==> src/rtl/spdif_pkg.sv <==
// spdif_pkg
// Shared constants and types for the S/PDIF consumer channel-status path.
//   - Block length (frames per channel-status block) and word size.
//   - Sampling-frequency, word-length and category code constants. All
//     multi-bit fields are placed LSB-first in the channel-status word,
//     i.e. field bit 0 sits at the lowest channel-status bit index.
//   - Subframe type and expected-subframe state enums.
//   - Configuration record shared by the sequencer and its layout instances.
package spdif_pkg;

    localparam int BLOCK_FRAMES_DEFAULT = 32'd192;
    localparam int CS_BITS              = 32'd192;

    // Sampling-frequency codes (channel-status bits 24..27)
    localparam logic [3:0] FS_44K1 = 4'd0;
    localparam logic [3:0] FS_48K  = 4'd2;

    // Word-length codes (channel-status bits 32..35)
    localparam logic [3:0] WL_NONE = 4'd0;
    localparam logic [3:0] WL_16   = 4'd2;

    // Category codes (channel-status bits 8..15, bit 8 = LSB)
    localparam logic [7:0] CAT_GENERAL      = 8'b00000000;
    localparam logic [7:0] CAT_DVD          = 8'b10011001;
    localparam logic [7:0] CAT_EXPERIMENTAL = 8'b10000000;

    typedef enum logic {
        SUB_A = 1'b0,
        SUB_B = 1'b1
    } subframe_e;

    typedef enum logic {
        EXP_A = 1'b0,
        EXP_B = 1'b1
    } expect_e;

    typedef struct packed {
        logic [7:0] category;
        logic [3:0] sampling_freq;
        logic [3:0] word_length;
        logic [3:0] chan_a;
        logic [3:0] chan_b;
    } cs_cfg_t;

endpackage

==> src/rtl/spdif_channel_status.sv <==
// spdif_channel_status
// Builds the 192-bit consumer channel-status word from its fields.
// Ports:
//   category      in  8   category code, bits 8..15
//   sampling_freq in  4   sampling frequency, bits 24..27 (inverted copy in 36..39)
//   word_length   in  4   word length, bits 32..35
//   channel_num   in  4   channel number, bits 20..23
//   word          out 192 channel-status word, index = frame number
// Bits 0..7 (consumer, PCM, no emphasis, mode 0), source number, clock
// accuracy and all bits above 39 are zero.
module spdif_channel_status
    import spdif_pkg::*;
(
    input  logic [7:0]         category,
    input  logic [3:0]         sampling_freq,
    input  logic [3:0]         word_length,
    input  logic [3:0]         channel_num,
    output logic [CS_BITS-1:0] word
);

    // Place each field LSB-first at its channel-status position
    always_comb begin
        word        = {CS_BITS{1'b0}};
        word[15:8]  = category;
        word[23:20] = channel_num;
        word[27:24] = sampling_freq;
        word[35:32] = word_length;
        word[39:36] = ~sampling_freq;
    end

endmodule

==> src/rtl/spdif_channel_status_sequencer.sv <==
// spdif_channel_status_sequencer
// Serves the consumer channel-status C bit one subframe at a time, tracks the
// frame position inside the block and double-buffers the configuration so a
// new setting only takes effect at a block boundary (or while disabled).
// Ports:
//   clk, reset          clock, asynchronous active-high reset
//   enable              0 = hold frame index at 0 and ignore requests
//   cfgValid/cfgReady   configuration offer handshake
//   cfg*                offered category, fs, word length, channel numbers
//   subframeReq/IsB     C-bit request and requested subframe (A/B)
//   statusValid         one-cycle response pulse, one cycle after the request
//   statusBit           C bit for the requested subframe
//   blockStart          the served subframe belongs to frame 0
//   frameIndex          current frame index
//   orderError          one-cycle pulse on an out-of-order request
module spdif_channel_status_sequencer
    import spdif_pkg::*;
#(
    parameter int         BLOCK_FRAMES        = BLOCK_FRAMES_DEFAULT,
    parameter logic [7:0] RESET_CATEGORY      = CAT_GENERAL,
    parameter logic [3:0] RESET_SAMPLING_FREQ = FS_48K,
    parameter logic [3:0] RESET_WORD_LENGTH   = WL_16,
    localparam int        IDX_W               = $clog2(BLOCK_FRAMES)
) (
    input  logic             clk,
    input  logic             reset,
    input  logic             enable,
    input  logic             cfgValid,
    output logic             cfgReady,
    input  logic [7:0]       cfgCategoryCode,
    input  logic [3:0]       cfgSamplingFreq,
    input  logic [3:0]       cfgWordLength,
    input  logic [3:0]       cfgChannelNumA,
    input  logic [3:0]       cfgChannelNumB,
    input  logic             subframeReq,
    input  logic             subframeIsB,
    output logic             statusValid,
    output logic             statusBit,
    output logic             blockStart,
    output logic [IDX_W-1:0] frameIndex,
    output logic             orderError
);

    localparam logic [IDX_W-1:0] ZERO_IDX = {IDX_W{1'b0}};
    localparam logic [IDX_W-1:0] ONE_IDX  = {{(IDX_W-1){1'b0}}, 1'b1};
    localparam logic [IDX_W-1:0] LAST_IDX = IDX_W'(BLOCK_FRAMES - 1);
    localparam cs_cfg_t RESET_CFG = '{
        category:      RESET_CATEGORY,
        sampling_freq: RESET_SAMPLING_FREQ,
        word_length:   RESET_WORD_LENGTH,
        chan_a:        4'd0,
        chan_b:        4'd0
    };

    cs_cfg_t            active_r;
    cs_cfg_t            pending_r;
    logic               cfg_ready_r;
    expect_e            expect_r;
    logic [IDX_W-1:0]   frame_r;
    logic               status_valid_r;
    logic               status_bit_r;
    logic               block_start_r;
    logic               order_error_r;

    cs_cfg_t            layout_cfg_s;
    logic [CS_BITS-1:0] word_a_s;
    logic [CS_BITS-1:0] word_b_s;
    logic               req_s;
    logic               is_b_s;
    logic               last_frame_s;
    logic [IDX_W-1:0]   frame_inc_s;
    logic [IDX_W-1:0]   frame_next_s;
    logic [IDX_W-1:0]   serve_idx_s;
    logic               misorder_s;
    logic               advance_s;
    logic               early_wrap_s;
    logic               wrap_s;
    logic               apply_s;
    logic               xfer_s;
    logic               serve_bit_s;
    expect_e            expect_next_s;

    assign cfgReady    = cfg_ready_r;
    assign statusValid = status_valid_r;
    assign statusBit   = status_bit_r;
    assign blockStart  = block_start_r;
    assign frameIndex  = frame_r;
    assign orderError  = order_error_r;

    spdif_channel_status u_layout_a (
        .category      (layout_cfg_s.category),
        .sampling_freq (layout_cfg_s.sampling_freq),
        .word_length   (layout_cfg_s.word_length),
        .channel_num   (layout_cfg_s.chan_a),
        .word          (word_a_s)
    );

    spdif_channel_status u_layout_b (
        .category      (layout_cfg_s.category),
        .sampling_freq (layout_cfg_s.sampling_freq),
        .word_length   (layout_cfg_s.word_length),
        .channel_num   (layout_cfg_s.chan_b),
        .word          (word_b_s)
    );

    // Request decode: frame advance, served index, ordering and config apply
    always_comb begin
        req_s         = subframeReq && enable;
        is_b_s        = (subframe_e'(subframeIsB) == SUB_B);
        last_frame_s  = (frame_r == LAST_IDX);
        frame_inc_s   = last_frame_s ? ZERO_IDX : (frame_r + ONE_IDX);
        misorder_s    = 1'b0;
        advance_s     = 1'b0;
        early_wrap_s  = 1'b0;
        serve_idx_s   = frame_r;
        expect_next_s = expect_r;
        if (req_s) begin
            case (expect_r)
                EXP_A: begin
                    if (is_b_s) begin
                        // A missing: serve B here, close the frame
                        misorder_s    = 1'b1;
                        advance_s     = 1'b1;
                        expect_next_s = EXP_A;
                    end else begin
                        expect_next_s = EXP_B;
                    end
                end
                EXP_B: begin
                    if (is_b_s) begin
                        advance_s     = 1'b1;
                        expect_next_s = EXP_A;
                    end else begin
                        // B missing: close the old frame first, serve A in the new one
                        misorder_s    = 1'b1;
                        advance_s     = 1'b1;
                        serve_idx_s   = frame_inc_s;
                        early_wrap_s  = last_frame_s;
                        expect_next_s = EXP_B;
                    end
                end
                default: begin
                    expect_next_s = EXP_A;
                end
            endcase
        end else begin
            expect_next_s = expect_r;
        end
        frame_next_s = advance_s ? frame_inc_s : frame_r;
        wrap_s       = advance_s && last_frame_s;
        apply_s      = !cfg_ready_r && (wrap_s || !enable);
        xfer_s       = cfgValid && cfg_ready_r;
        // A frame-0 A served in the same cycle as the wrap must already see the new config
        if (early_wrap_s && !cfg_ready_r) begin
            layout_cfg_s = pending_r;
        end else begin
            layout_cfg_s = active_r;
        end
        serve_bit_s = is_b_s ? word_b_s[serve_idx_s] : word_a_s[serve_idx_s];
    end

    // Sequencer state, config double buffer and registered responses
    always_ff @(posedge clk or posedge reset) begin
        if (reset) begin
            active_r       <= RESET_CFG;
            pending_r      <= RESET_CFG;
            cfg_ready_r    <= 1'b1;
            expect_r       <= EXP_A;
            frame_r        <= ZERO_IDX;
            status_valid_r <= 1'b0;
            status_bit_r   <= 1'b0;
            block_start_r  <= 1'b0;
            order_error_r  <= 1'b0;
        end else begin
            status_valid_r <= req_s;
            status_bit_r   <= req_s && serve_bit_s;
            block_start_r  <= req_s && (serve_idx_s == ZERO_IDX);
            order_error_r  <= req_s && misorder_s;
            if (!enable) begin
                frame_r  <= ZERO_IDX;
                expect_r <= EXP_A;
            end else begin
                frame_r  <= frame_next_s;
                expect_r <= expect_next_s;
            end
            // apply and transfer are exclusive: a transfer needs an empty slot
            if (apply_s) begin
                active_r    <= pending_r;
                cfg_ready_r <= 1'b1;
            end else if (xfer_s) begin
                pending_r   <= '{
                    category:      cfgCategoryCode,
                    sampling_freq: cfgSamplingFreq,
                    word_length:   cfgWordLength,
                    chan_a:        cfgChannelNumA,
                    chan_b:        cfgChannelNumB
                };
                cfg_ready_r <= 1'b0;
            end else begin
                cfg_ready_r <= cfg_ready_r;
            end
        end
    end

endmodule

==> config.mk <==
export PLATFORM = sky130hd
export DESIGN_NAME = spdif_channel_status_sequencer
export DESIGN_NICKNAME = d
export VERILOG_FILES = /design/src/rtl/spdif_pkg.sv /design/src/rtl/spdif_channel_status.sv /design/src/rtl/spdif_channel_status_sequencer.sv
export SDC_FILE = /design/constraint.sdc
export NUM_CORES = 1
export LEC_CHECK = 0
export ABC_AREA = 1
export CAP_MARGIN = 0
export CORE_MARGIN = 2
export CORE_UTILIZATION = 51
export DETAILED_ROUTE_END_ITERATION = 7
export GPL_TIMING_DRIVEN = 0
export PLACE_DENSITY_LB_ADDON = 0.25
export SLEW_MARGIN = 20
export SYNTH_ARGS = -nofsm -noshare
export SYNTH_HDL_FRONTEND = slang
export SYNTH_HIERARCHICAL = 1
export SYNTH_SLANG_ARGS = --single-unit
==> constraint.sdc <==
create_clock -name clk -period 7.3 [get_ports clk]
set_clock_uncertainty 0.2 [all_clocks]
set_input_delay 2.19 -clock clk [delete_from_list [all_inputs] [get_ports clk]]
set_output_delay 2.19 -clock clk [all_outputs]
set_load 0.005 [all_outputs]
==> results of run 1 <==
## cells in the final DEF (no fill, tap or decap), types with 9 or more instances in the layout
cell and n:
a21oi_1 29, buf_2 75, buf_4 382, clkbuf_1 30, clkbuf_16 9, clkdlybuf4s50_1 42, conb_1 336, dfrtp_1 57
inv_1 54, nand2_1 261, nand3_1 580, nor2_1 33, o21ai_0 57
## final cells by class
class	instances	area [um2]
Fill cell	1752	6700
Tap cell	234	293
Clock buffer	9	225
Multi-Input combinational cell	1321	5900
Sequential cell	62	1560
Timing Repair Buffer	43	448
Inverter	60	228
Buffer	491	3370
Clock inverter	7	47.5
## power groups by stage
| stage | Clock, mW | Combinational, mW | Sequential, mW |
|---|---|---|---|
| after floorplan | 0 | 1.35 | 0.467 |
| after global placement | 0 | 1.73 | 0.472 |
| after detailed placement | 0 | 1.75 | 0.477 |
| after CTS | 0.389 | 1.75 | 0.472 |
| after global routing | 0.405 | 2.00 | 0.480 |
| final | 0.386 | 1.80 | 0.472 |
## stage by stage
step	instances	worst slack, ps	total power [mW]	cell area, um2
6_report	2227	1280	2.66	12100
5_1_grt	2227	1090	2.89	12100
4_1_cts	2227	1390	2.61	12100
3_5_place_dp	2211	1060	2.22	11800
3_3_place_gp	2210	1050	2.20	11800
2_1_floorplan	1934	2710	1.82	11100
## registers in the layout, summed over array words and instances, names as in the netlist
name,cells
active_r,24
pending_r,24
frameIndex,8
blockStart,1
cfgReady,1
expect_r,1
orderError,1
statusBit,1
statusValid,1
## worst register-to-register path: cells and delay by family (launching register included)
kind | cells | cell delay [ps]
and+or+nand+nor | 13 | 1260
DFF | 1 | 460
buffers and inverters | 5 | 1290
adders and majority gates | 1 | 230
AOI/OAI and AO/OA | 2 | 630
## worst min path at each step
stage	start	endpoint	slack (ps)	depth (start not counted)
final	active_r[21]	active_r[21]	280	2
after global routing	active_r[9]	active_r[9]	300	2
after CTS	active_r[20]	active_r[20]	290	2
after detailed placement	active_r[20]	active_r[20]	270	2
after global placement	active_r[11]	active_r[11]	270	2
after floorplan	active_r[0]	active_r[0]	250	2
## routing by layer
metal  up-vias  global-route usage (%)  routed length [um]
met1      4627                    34.7               11800
li1       5404                       -                   -
met5         -                       0                   0
met3        69                    3.59                1440
met2       300                    48.3               13500
met4         0                    8.96                 899
## logic make-up after synthesis
logic type	count (synthesis)	synth area share [%]
and+or+nand+nor	884	41.7
buffers and inverters	551	36.7
AOI/OAI and AO/OA	97	5.18
DFF	62	15.9
xor gates and xnor gates	2	0.255
adders and majority gates	2	0.255
other	2	0.0766
## synthesized netlist by cell type, drive strengths merged
| library cell | number | share of area, % |
|---|---|---|
| a21oi | 29 | 1.5 |
| nor3 | 5 | 0.26 |
| xor2 | 2 | 0.26 |
| nor4 | 1 | 0.064 |
| nand3 | 582 | 30 |
| nor2 | 34 | 1.4 |
| clkinv | 1 | 0.038 |
| dfrtp | 57 | 15 |
| o31ai | 1 | 0.077 |
| o22ai | 5 | 0.32 |
| dfstp | 5 | 1.3 |
| o211ai | 1 | 0.077 |
| nand2 | 262 | 10 |
| o21ai | 61 | 3.2 |
| conb | 2 | 0.077 |
| clkbuf | 30 | 1.1 |
| ha | 2 | 0.26 |
| inv | 59 | 2.3 |
| buf | 461 | 33 |
==> impl_metrics.ini, run 1 <==
[floorplan]
die_height_um = 143
dieWidth_um = 143
dieArea_mm2 = 0.0203
core-area_mm2 = 0.0188
design.portCount = 43
start_util_pct = 52.2
num_rows = 50

[timing]
max_freq_mhz = 166
fin_setup_tns_ps = 0
post-route-min-period_ps = 6020
hold_viol_final = 0
worst_slew_pin_slew_ps = 1150
setup_violations = 0
final.period_utilization_pct = 82.5
finalMaxSlewViolations = 0
hold_slack_ps = 282
slew_headroom_pct = 22.3
rsz0062_at_grt = false

[global_routing]
grt.total_usage_pct = 27.4
grt_max_degree = 50
grt_pass1_wl_um = 45300
antenna_found_initial = 0
first_global_vias = 9499
grt_overflow = 0

[setup_path]
critPathArrivalTime_ps = 6070
worstRegToRegCells = 21
crit_fanout = 10
slowest_stage = o21ai_0
critPathCapture = statusBit
r2r_start = frameIndex[1]
crit_chain = clkdlybuf4s50_1 > inv_2 > nand3_4 > nor2_4 > buf_2 > nand3_1 > clkbuf_1 > o21ai_0 > buf_4 > nand3_1 > nand3_1 > nand3_1 > nand3_1 > nand3_1 > nand3_1 > nand3_1 > nand3_1 > nand3_1 > a21oi_1
cp-start-kind = input port
path_delay_family = buffers and inverters
worst-path-buf-inv = 5
cp.depth = 19
cp_common_cell = nand3_1
path_class = in -> reg
end_kind = flip-flop
crit_path_start = subframeIsB
worstPathRequired_ps = 7340
r2r_slack_ps = 3110
timing.rr.end = statusBit
cpPeakStageDelay_ps = 950

[power]
swShare_pct = 47.5
seq_power_share_pct = 17.8
vdd_drop_max_mv = 0.269
powerDensity_mw_per_mm2 = 220
p_sw_mw = 1.26
comb_power_share_pct = 67.7
cell_internal_pwr_mw = 1.39
p_clk_share_pct = 14.5
p_leak_nw = 6.76

[route]
routed_wl_um = 27600
drc_errors = 0
ant_nets = 0
drtPass1Iterations = 5
via_per_inst = 4.67
vias = 10400
drtIter0Drc = 756
wire_per_inst_um = 12.4

[finish]
n_antenna_cell = 0
finish.utilization_pct = 64.3
finalNetCount = 2020
syn2layout_area_growth_pct = 23.2
drive_gt1_share_pct = 24.7

[clocking]
cts.clk_slew.worst_paths_ps = 60
postCtsHoldBufs = 0
root_buffer = clkbuf_16
clock_latency_ps = 330
clk_path_buf_depth = 2
post_cts_buffers = 0
htree_levels = 3
cts_buffers = 9
cts-resized-gates = 0
cts_tree = built
cts.sinks = 62

[place]
io_buffer_count = 42
hpwlAfterDp_um = 21200
gp_congestion = 0.946

[synthesis]
syn_area_per_cell_um2 = 6.13
ys_warn_count = 6
synth_cells = 1600
synth-seq-area-share_pct = 15.9
synth_area_mm2 = 0.00980
synth_seq_cells = 62
yosysUniqueCellTypes = 29

[hold_path]
hp-class = reg -> reg

[job]
max_cap_viol_count = 0

[outcome]
outcome = finished, final reports clean
(Power assumes the default switching activity.)
==> inputs of run 2 (changes only) <==
clock period = 6.26 ns   (was 7.3 ns; I/O delays follow)
==> results of run 2 <==
The final DEF is identical to that of run 1. Status: finished, final reports clean.
Main changes from that run: setup slack after placement 1060 ps -> 337 ps; setup slack after layout 1280 ps -> 549 ps; register-to-register setup slack 3110 ps -> 2070 ps; total power 2.66 mW -> 3.10 mW; worst IR drop on VDD 0.269 mV -> 0.314 mV
